==> src/rtl/batch_dispatcher.sv <==
// batch_dispatcher: queues completed batches, reads each batch's owners from storage
// and hands them to the executor one at a time, releasing the slot when drained.
module batch_dispatcher #(
  parameter int TX_PER_BATCH   = 48,
  parameter int ACCOUNT_WIDTH  = 64,
  parameter int BATCH_ID_WIDTH = 8,
  parameter int CNT_WIDTH      = 6,
  parameter int FIFO_DEPTH     = 4
) (
  input  logic                      clk,
  input  logic                      rst,
  input  logic                      batch_rdy_valid,
  input  logic [BATCH_ID_WIDTH-1:0] batch_rdy_id,
  input  logic [CNT_WIDTH-1:0]      batch_rdy_count,
  output logic                      batch_rdy_ready,
  output logic                      rd_req,
  output logic [BATCH_ID_WIDTH-1:0] rd_batch_id,
  output logic [CNT_WIDTH-1:0]      rd_index,
  input  logic [ACCOUNT_WIDTH-1:0]  rd_data,
  output logic                      exec_valid,
  input  logic                      exec_ready,
  output logic [ACCOUNT_WIDTH-1:0]  exec_owner,
  output logic [BATCH_ID_WIDTH-1:0] exec_batch_id,
  output logic [CNT_WIDTH-1:0]      exec_tx_index,
  output logic                      exec_last,
  output logic                      batch_release,
  output logic [BATCH_ID_WIDTH-1:0] batch_release_id,
  output logic                      busy,
  output logic [31:0]               tx_dispatched
);
  localparam int PW = (FIFO_DEPTH > 1) ? $clog2(FIFO_DEPTH) : 1;
  typedef enum logic [2:0] {IDLE, FETCH, LOAD, PRESENT, RELEASE} state_t;
  state_t state, state_nx;
  logic [BATCH_ID_WIDTH-1:0] fifo_id [FIFO_DEPTH];
  logic [CNT_WIDTH-1:0]      fifo_len [FIFO_DEPTH];
  logic [PW-1:0]             wr_ptr, rd_ptr;
  logic [PW:0]               level;
  logic                      full, empty, push, pop, hs;
  logic [CNT_WIDTH-1:0]      clamped, idx, cur_count;
  logic [BATCH_ID_WIDTH-1:0] cur_id;
  assign full = level == (PW+1)'(FIFO_DEPTH);
  assign empty = level == '0;
  assign batch_rdy_ready = !full;
  assign push = batch_rdy_valid && !full;
  assign pop = state == IDLE && !empty;
  assign hs = state == PRESENT && exec_ready;
  assign clamped = batch_rdy_count > CNT_WIDTH'(TX_PER_BATCH) ? CNT_WIDTH'(TX_PER_BATCH) : batch_rdy_count;
  assign rd_req = state == FETCH;
  assign rd_batch_id = rd_req ? cur_id : '0;
  assign rd_index = rd_req ? idx : '0;
  assign exec_valid = state == PRESENT;
  assign batch_release = state == RELEASE;
  assign batch_release_id = batch_release ? cur_id : '0;
  assign busy = state != IDLE || !empty;
  always_ff @(posedge clk)
    if (push) begin
      fifo_id[wr_ptr] <= batch_rdy_id;
      fifo_len[wr_ptr] <= clamped;
    end
  always_comb begin
    state_nx = state;
    case (state)
      IDLE:    if (!empty) state_nx = fifo_len[rd_ptr] == '0 ? RELEASE : FETCH;
      FETCH:   state_nx = LOAD;
      LOAD:    state_nx = PRESENT;
      PRESENT: if (exec_ready) state_nx = exec_last ? RELEASE : FETCH;
      default: state_nx = IDLE;
    endcase
  end
  // Reset drops everything in flight, including queued batches, without a release.
  always_ff @(posedge clk or negedge rst)
    if (!rst) begin
      state <= IDLE;
      wr_ptr <= '0;
      rd_ptr <= '0;
      level <= '0;
      cur_id <= '0;
      cur_count <= '0;
      idx <= '0;
      exec_owner <= '0;
      exec_batch_id <= '0;
      exec_tx_index <= '0;
      exec_last <= 1'b0;
      tx_dispatched <= '0;
    end else begin
      state <= state_nx;
      level <= level + (PW+1)'(push) - (PW+1)'(pop);
      if (push) wr_ptr <= wr_ptr + PW'(1);
      if (pop) begin
        rd_ptr <= rd_ptr + PW'(1);
        cur_id <= fifo_id[rd_ptr];
        cur_count <= fifo_len[rd_ptr];
        idx <= '0;
      end
      if (state == LOAD) begin
        exec_owner <= rd_data;
        exec_batch_id <= cur_id;
        exec_tx_index <= idx;
        exec_last <= idx == cur_count - CNT_WIDTH'(1);
      end
      if (hs) tx_dispatched <= tx_dispatched + 32'd1;
      if (hs && !exec_last) idx <= idx + CNT_WIDTH'(1);
    end
endmodule

==> config.mk <==
export PLATFORM = sky130hd
export DESIGN_NAME = batch_dispatcher
export DESIGN_NICKNAME = d
export VERILOG_FILES = /design/src/rtl/batch_dispatcher.sv
export SDC_FILE = /design/constraint.sdc
export NUM_CORES = 1
export LEC_CHECK = 0
export ABC_AREA = 1
export BUFFER_PORTS_ARGS = -buffer_cell sky130_fd_sc_hd__buf_2
export CAP_MARGIN = 20
export CORE_MARGIN = 3
export CORE_UTILIZATION = 45
export CTS_CLUSTER_DIAMETER = 60
export CTS_CLUSTER_SIZE = 12
export DETAILED_ROUTE_END_ITERATION = 10
export PLACE_DENSITY = 0.72
export SYNTH_ARGS = -nofsm -noshare
export SYNTH_HDL_FRONTEND = slang
export SYNTH_SLANG_ARGS = --single-unit
==> constraint.sdc <==
create_clock -name clk -period 2.1 [get_ports clk]
set_input_delay 0 -clock clk [delete_from_list [all_inputs] [get_ports clk]]
set_output_delay 0 -clock clk [all_outputs]
set_load 0.005 [all_outputs]
### Word-level counts from Yosys, hierarchy flattened

Memory sizes are Yosys's and may differ from the RTL's. A register that Yosys moved wholly into a read port is not among the register bits.
Index checks and enable logic that the tools add are counted.

* memories kept: 2
* input port bits: 82
* logic and storage cells: 57
* output and inout port bits: 138
* bits in registers: 133
* memory bits (writable): 56

Memories
* fifo_id: depth 4, bits a word 8, read ports 1, clocked after Yosys merged registers in 1, wr ports 1, RTL line 34 `logic [BATCH_ID_WIDTH-1:0] fifo_id [FIFO_DEPTH];`
* fifo_len: depth 4, bits a word 6, read ports 1, clocked after Yosys merged registers in 0, wr ports 1, RTL line 35 `logic [CNT_WIDTH-1:0] fifo_len [FIFO_DEPTH];`

* mux-type cells: 13
* add/subtract/negate cells: 7
* order comparisons: 1
* equality and inequality tests: 8
* reduce and logical (&&, ||, !) cells: 15

Operator list (number)
* adder 32 x 1 -> 32 bit, second input constant: 1
* 2-to-1 mux 6 bit: 4
* 2-to-1 mux 8 bit: 2
* 2-to-1 mux 3 bit: 4
* one-hot mux 3 bit (4 select lines): 1
* adder 6 x 1 -> 6 bit, second input constant: 1
* equality test 3 x 2 -> 1 bit, second input constant: 2
* equality test 3 bit, second input constant: 2
* equality test 6 bit: 1
* > comparator 6 bit, second input constant: 1
* logical NOT 3 bit: 2
* logical NOT 6 bit: 1
* subtractor 6 x 1 -> 6 bit, second input constant: 1
* adder 2 x 1 -> 2 bit, second input constant: 2
* logical AND 1 bit: 4
* logical NOT 1 bit: 4
* adder 3 x 1 -> 3 bit: 1
* equality test 3 x 1 -> 1 bit, second input constant: 1
* nonzero test 3 bit: 1
* subtractor 3 x 1 -> 3 bit: 1
* 2-to-1 mux 1 bit: 2
* inequality test 2 x 1 -> 1 bit, second input constant: 1
* inequality test 2 bit, second input constant: 1
* AND reduction 2 bit: 1
* other kinds (2): 2

### Longest topological paths before layout

Gate-level depths: netlist of the first run.

* depth after elaboration: 5
* mapped depth: 12
* mapped depth without buffers: 11

### Worst setup path after synthesis of the first run

No wires, ideal clock.

* path type: reg2reg
* start: register level[1]
* end: register level[2]
* slack: -0.130 ns
* cell stages (with the launch flop): 11
* buffers on the path: 1
* clock period less this slack: 2.230 ns
* library setup time: 0.129 ns
* data required time: 1.971 ns
* data arrival time: 2.101 ns
* path through: dfrtp_1 > nor3_1 > inv_1 > nand2_1 > inv_2 > buf_4 > ha_1 > inv_1 > ha_1 > fa_1 > xor2_1

* elaborated cells on any way between the ends: 8
* classes of those cells: add/sub (2); eq/ne (1); reduce/logical (5)

RTL lines
* from (decl): RTL line 37 `logic [PW:0] level;`
* from (signal assigned): RTL line 87 `level <= level + (PW+1)'(push) - (PW+1)'(pop);`
* logical NOT 3 bit: RTL line 42 `assign empty = level == '0;`
* logical NOT 1 bit
* logical AND 1 bit: RTL line 45 `assign pop = state == IDLE && !empty;`
* net pop: RTL line 38 `logic full, empty, push, pop, hs;`
* subtractor 3 x 1 -> 3 bit: RTL line 87

The timed path passes the listed nets, and every way through them passes these cells.
A chain may end at the register's enable or synchronous reset.

### Final worst setup path of the first run

* start: register level[2]
* end: register level[2]

* cells in the longest elaborated chain, start to end: 5
* elaborated cells on any way between the ends: 8
* classes of those cells: add/sub (2); eq/ne (1); reduce/logical (5)

Ends and longest elaborated chain
* equality test 3 bit: RTL line 41 `assign full = level == (PW+1)'(FIFO_DEPTH);`
* logical NOT 1 bit: RTL line 44 `assign push = batch_rdy_valid && !full;`
* logical AND 1 bit: RTL line 44
* adder 3 x 1 -> 3 bit: RTL line 87
* subtractor 3 x 1 -> 3 bit (*): RTL line 87

Every way passes the cells marked *; elsewhere a longest branch is shown, timed or not.

==> metrics.cfg, run 1 <==
[run_status]
outcome = complete, no violations

[final_layout]
final_area_sq_um = 11320
mostFrequentLayoutCells = nand2_1 (349), buf_2 (218), dfrtp_1 (141)
layout-drive-gt1-share_pct = 22.64
final_common_cell = nand2_1
fillers = 1533
area_growth_pct = 33.10
layout.nets = 1329

[global_routing]
grt.overflow.total = 0
grt_max_degree = 71
grtUsageTotal_pct = 21.36
antenna_found_initial = 0
first_global_vias = 7142
grt_pass1_wl_um = 35020

[power]
internal_power_w = 0.009004
p_leak_nw = 5.670
combPwrFrac_pct = 37.2
pwr-share-seq_pct = 41.4
p_per_area_nw_per_um2 = 1276
switching_share_pct = 37.70
p_sw_w = 0.005449
vdd.ir_drop.worst_mv = 0.6496
p_clk_share_pct = 21.5

[min_path]
hold_path_depth = 4
hold_class = in -> reg

[worst_setup_path]
critPathKind = reg -> reg
path_cells = nor3_2 -> inv_1 -> nand2_4 -> inv_4 -> ha_1 -> inv_1 -> ha_1 -> fa_1 -> xor2_1
end_kind = register
worstPathArrival_ns = 2.24
crit_buf_inv = 3
cp_max_fo = 3
path_delay_family = adder cells
slowest_delay_ns = 0.41
start_kind = register
cpMaxStageDelayCell = dfrtp_1
ff2ff_path_depth = 9
path_depth = 9
crit_required_ns = 2.40

[detailed_routing]
drc = 0
routed_via_density = 4.864
drt_first_pass_iters = 6
vias = 7198
ant_nets = 0
drt-initial-drc-count = 399
drt_wl_total_um = 21980
detail_route.wl_per_cell_um = 14.85

[cts]
cts_buffer_depth = 2
cts_tree = built
root_buffer = clkbuf_16
cts_buffers = 17
clock_latency_ns = 0.42
cts.sinks = 197
path_clk_slew_ns = 0.07
cts.htree.levels = 4

[synthesis]
synth-seq-area-share_pct = 61.24
postSynth.asyncResetShare_pct = 71.57
syn_inst = 932
synth_edf_count = 56
yosysUniqueCellTypes = 29
yosysWarnings = 0
yosys_register_bits = 197
syn_avg_cell_area_sq_um = 9.129
synth_area_sq_um = 8508
synth-main-ff-cell = dfrtp_1
synth.net_count = 1024

[timing]
tns_ns = 0
setup_violations = 0
fmax_mhz = 514.0
slew_violations = 0
min_period_ns = 1.945
maxSlewHeadroom_pct = 68.16
final.setup_skew_ns = 0.009784
rsz0062_at_grt = false
tightest_slew_ns = 0.4777
finalCritPeriodShare_pct = 92.64
hold_viol_final = 0

[job]
drv_cap = 0

[floorplan]
die-width_um = 143.5
start_util_pct = 46.57
dieArea_sq_um = 20590
core_area_sq_um = 18270
ios = 220
rows = 49
die_height_um = 143.5

[placed_design]
place_area_sq_um = 9957
portBuffers = 219
dp_hpwl_um = 14530
gp_congestion = 0.8764

-- state kept, by name, indices dropped and copies added, names as in the netlist, 2 cells and up --
register	cells
fifo_id	32
state	3
wr_ptr	2
cur_id	8
idx	6
cur_count	6
fifo_len	24
tx_dispatched	32
level	3
rd_ptr	2
exec_tx_index	6
exec_owner	64
exec_batch_id	8
-- worst reg2reg max path: stages (launching register included) --
cell and delay (ns):
dfrtp_1 0.41, nor3_2 0.21, inv_1 0.09, nand2_4 0.07, inv_4 0.03, ha_1 0.26
inv_1 0.04, ha_1 0.18, fa_1 0.37, xor2_1 0.17
-- per-stage QoR --
| stage | hold slack, ns | power (W) | utilization [%] | setup slack [ns] | cells |
|---|---|---|---|---|---|
| floorplan | -0.2956 | 0.009070 | - | 0.006365 | 932 |
| global placement | -0.02462 | 0.01111 | 54.50 | 0.1770 | 1366 |
| detailed placement | -0.02048 | 0.01131 | 54.50 | 0.1310 | 1366 |
| CTS | 0.005131 | 0.01456 | 61.93 | 0.1196 | 1478 |
| global route | 0.04286 | 0.01562 | 61.97 | 0.01864 | 1479 |
| finish | 0.02641 | 0.01445 | 61.98 | 0.1546 | 1480 |
-- power groups by stage --
stage	sequential (W)	combinational (W)	clock, W
after detailed placement	0.00602	0.00528	0
after floorplan	0.00604	0.00303	0
after global routing	0.00613	0.00613	0.00337
final	0.00598	0.00537	0.00310
after global placement	0.00598	0.00513	0
after CTS	0.00596	0.00542	0.00319
-- layout make-up --
type | count | area (sq um) | area share [%]
antenna | 1 | 2.502 | 0.02210
clock buffer | 20 | 436.7 | 3.856
clock inverter | 12 | 120.1 | 1.061
inverter | 75 | 284.0 | 2.508
multi-input combinational | 627 | 2894 | 25.56
sequential | 197 | 5210 | 46.01
tap | 229 | 286.5 | 2.530
timing repair buffer | 319 | 2091 | 18.46
-- cells by family after synthesis --
| logic type | Yosys count | share of synthesized area, % |
|---|---|---|
| AOI/OAI and AO/OA | 71 | 4.397 |
| buffers and inverters | 108 | 4.971 |
| xor gates and xnor gates | 36 | 3.706 |
| adders and majority gates | 10 | 1.559 |
| and+or+nand+nor | 510 | 24.13 |
| DFF | 197 | 61.24 |
-- cells in the mapped netlist (2+ instances only) --
library cell,count,area (sq um)
a21oi_1,6,30.03
buf_2,11,55.05
clkbuf_1,20,75.07
dfrtp_1,141,3528
edfxtp_1,56,1682
ha_1,9,112.6
inv_1,73,274.0
inv_2,2,7.510
nand2_1,350,1314
nand3_1,35,175.2
nand3b_1,2,15.01
nand4_1,4,25.02
nor2_1,95,356.6
nor2_2,3,18.77
nor3_1,13,65.06
nor3_2,5,50.05
o21ai_0,51,255.2
o21ai_1,3,15.01
o22ai_1,9,56.30
xnor2_1,9,78.83
xor2_1,27,236.5
-- repair_timing --
item / 4_1_cts / 5_1_grt
hold endpoints to repair: 233 / 0
resized for setup: 0 / 0
buffers inserted: 0 / 1
endpoints found under the setup margin: 0 / 1
hold buffers: 80 / 0
-- worst paths after layout --
path                            startpoint                 to  slack (ns)
max                               level[2]           level[2]        0.15
min                        batch_rdy_valid          wr_ptr[0]        0.03
max reg2reg                       level[2]           level[2]        0.15
min reg2reg                 exec_owner[16]     exec_owner[16]        0.47
max in group asynchronous              rst     exec_owner[57]        1.22
min in group asynchronous              rst  tx_dispatched[10]        0.08
-- routing by layer --
metal,track usage (%),wire length (um)
met1,26.10,9235
met2,37.19,11020
met3,5.225,1215
met4,7.185,503
met5,0,0
(Power assumes the default switching activity.)
==> run 2, diff against run 1 <==
CORE_ASPECT_RATIO = 0.8   (was unset)
==> run 2 against run 1 <==
  * Wire length grew 1.1%
  * Clock power is 5% higher
  * Clock-buffer cell count is 3 lower
==> metrics.cfg, run 2 (synthesis results as in run 1) <==
[run_status]
outcome = complete, no violations

[worst_setup_path]
worst_r2r_endpoint = level[2]
crit_buf_inv = 3
r2r-start = level[2]
slowest_delay_ns = 0.41
start_kind = register
path_cells = nor3_2 -> inv_1 -> nand2_4 -> inv_4 -> ha_1 -> inv_1 -> ha_1 -> fa_1 -> xor2_1
worstPathArrival_ns = 2.29
end_kind = register
ff2ff_path_depth = 9
cp_max_fo = 3
path_delay_family = adder cells
critPathKind = reg -> reg
crit_required_ns = 2.41
cpMaxStageDelayCell = dfrtp_1
r2r_setup_slack_ns = 0.13

[cts]
clock_latency_ns = 0.44
cts_buffers = 17
path_clk_slew_ns = 0.08
cts_tree = built
cts_buffer_depth = 2
root_buffer = clkbuf_16
cts.sinks = 197
cts_setup_buffers = 0
cts.htree.levels = 4

[detailed_routing]
drt-initial-drc-count = 454
routed_via_density = 4.832
ant_nets = 0
drc = 0
drt_wl_total_um = 22220
drt_first_pass_iters = 5
vias = 7315
detail_route.wl_per_cell_um = 14.68

[global_routing]
grt_max_degree = 58
first_global_vias = 7094
antenna_found_initial = 2
grt_pass1_wl_um = 35690
grtUsageTotal_pct = 21.84
grt.overflow.total = 0

[timing]
rsz0062_at_grt = false
min_period_ns = 1.973
fmax_mhz = 506.9
maxSlewHeadroom_pct = 60.26
setup_violations = 0
final.setup_skew_ns = 0.01012
tns_ns = 0
slew_violations = 0
finalCritPeriodShare_pct = 93.94
tightest_slew_ns = 0.5961
hold_ws_ns = 0.05493
hold_viol_final = 0
setup_slack_ns = 0.1272

[final_layout]
layout-drive-gt1-share_pct = 23.23
area_growth_pct = 34.49
final_common_cell = nand2_1
mostFrequentLayoutCells = nand2_1 (349), buf_2 (218), dfrtp_1 (141)
largest_reg_flops = 64
top_regs = exec_owner: 64 flops, fifo_id: 32 flops, tx_dispatched: 32 flops
layout.nets = 1336
postLayoutCoreUtil_pct = 62.41
regMostFlops = exec_owner

[placed_design]
portBuffers = 219
gp_congestion = 0.8123
dp_hpwl_um = 14930
dp_slack_ns = 0.1216

[power]
p_per_area_nw_per_um2 = 1280
p_leak_nw = 5.721
finalPower_w = 0.01465
vdd.ir_drop.worst_mv = 0.6644

[floorplan]
core_area_sq_um = 18330
dieArea_sq_um = 20600
die_height_um = 129.0
ios = 220
die-width_um = 159.7
start_util_pct = 46.41
rows = 44

[job]
drv_cap = 0

[min_path]
hold_class = in -> async

==> run 2: how the worst max path moves through the flow <==
stage,from,to,slack (ns),depth (start not counted)
floorplan,level[2],level[2],0.006,10
global placement,level[2],level[2],0.18,9
detailed placement,level[2],level[2],0.12,9
CTS,level[2],level[2],0.11,9
global route,level[1],level[2],0.02,9
finish,level[2],level[2],0.13,9
==> run 2: metrics by stage <==
stage / instances / cell area, sq um
6_report: 1514 / 11440
5_1_grt: 1512 / 11440
4_1_cts: 1510 / 11430
3_5_place_dp: 1397 / 10010
3_3_place_gp: 1397 / 10010
2_1_floorplan: 932 / 8523
==> run 2: final cells by class <==
cell class              instances  area, sq um
inverters                      75        284.0
clock inverters                15        181.4
well taps                     253        316.6
repair buffers                326         2121
fillers                      1499         6890
flip-flops and latches        197         5210
clock buffers                  17        425.4
multi-input cells             627         2894
diodes                          4        10.01
==> run 2: per-layer routing <==
| layer | track usage [%] | wire length, um | part of all wire, % |
|---|---|---|---|
| met5 | 0 | 0 | 0 |
| met2 | 35.29 | 10560 | 48 |
| met4 | 8.698 | 595 | 2.7 |
| met1 | 28.48 | 9717 | 44 |
| met3 | 5.793 | 1342 | 6.0 |
==> run 2: report_power, final <==
part | internal [W] | switching, W | leakage [nW]
Combinational | 0.00208 | 0.00331 | 3.15
Clock | 0.00162 | 0.00163 | 0.287
Sequential | 0.00526 | 0.000746 | 2.28
Total | 0.00896 | 0.00569 | 5.72
==> run 2: repair_timing <==
action | 4_1_cts | 5_1_grt
endpoints found under the hold margin | 264 | 0
hold buffers | 81 | 0
resized for setup | 0 | 0
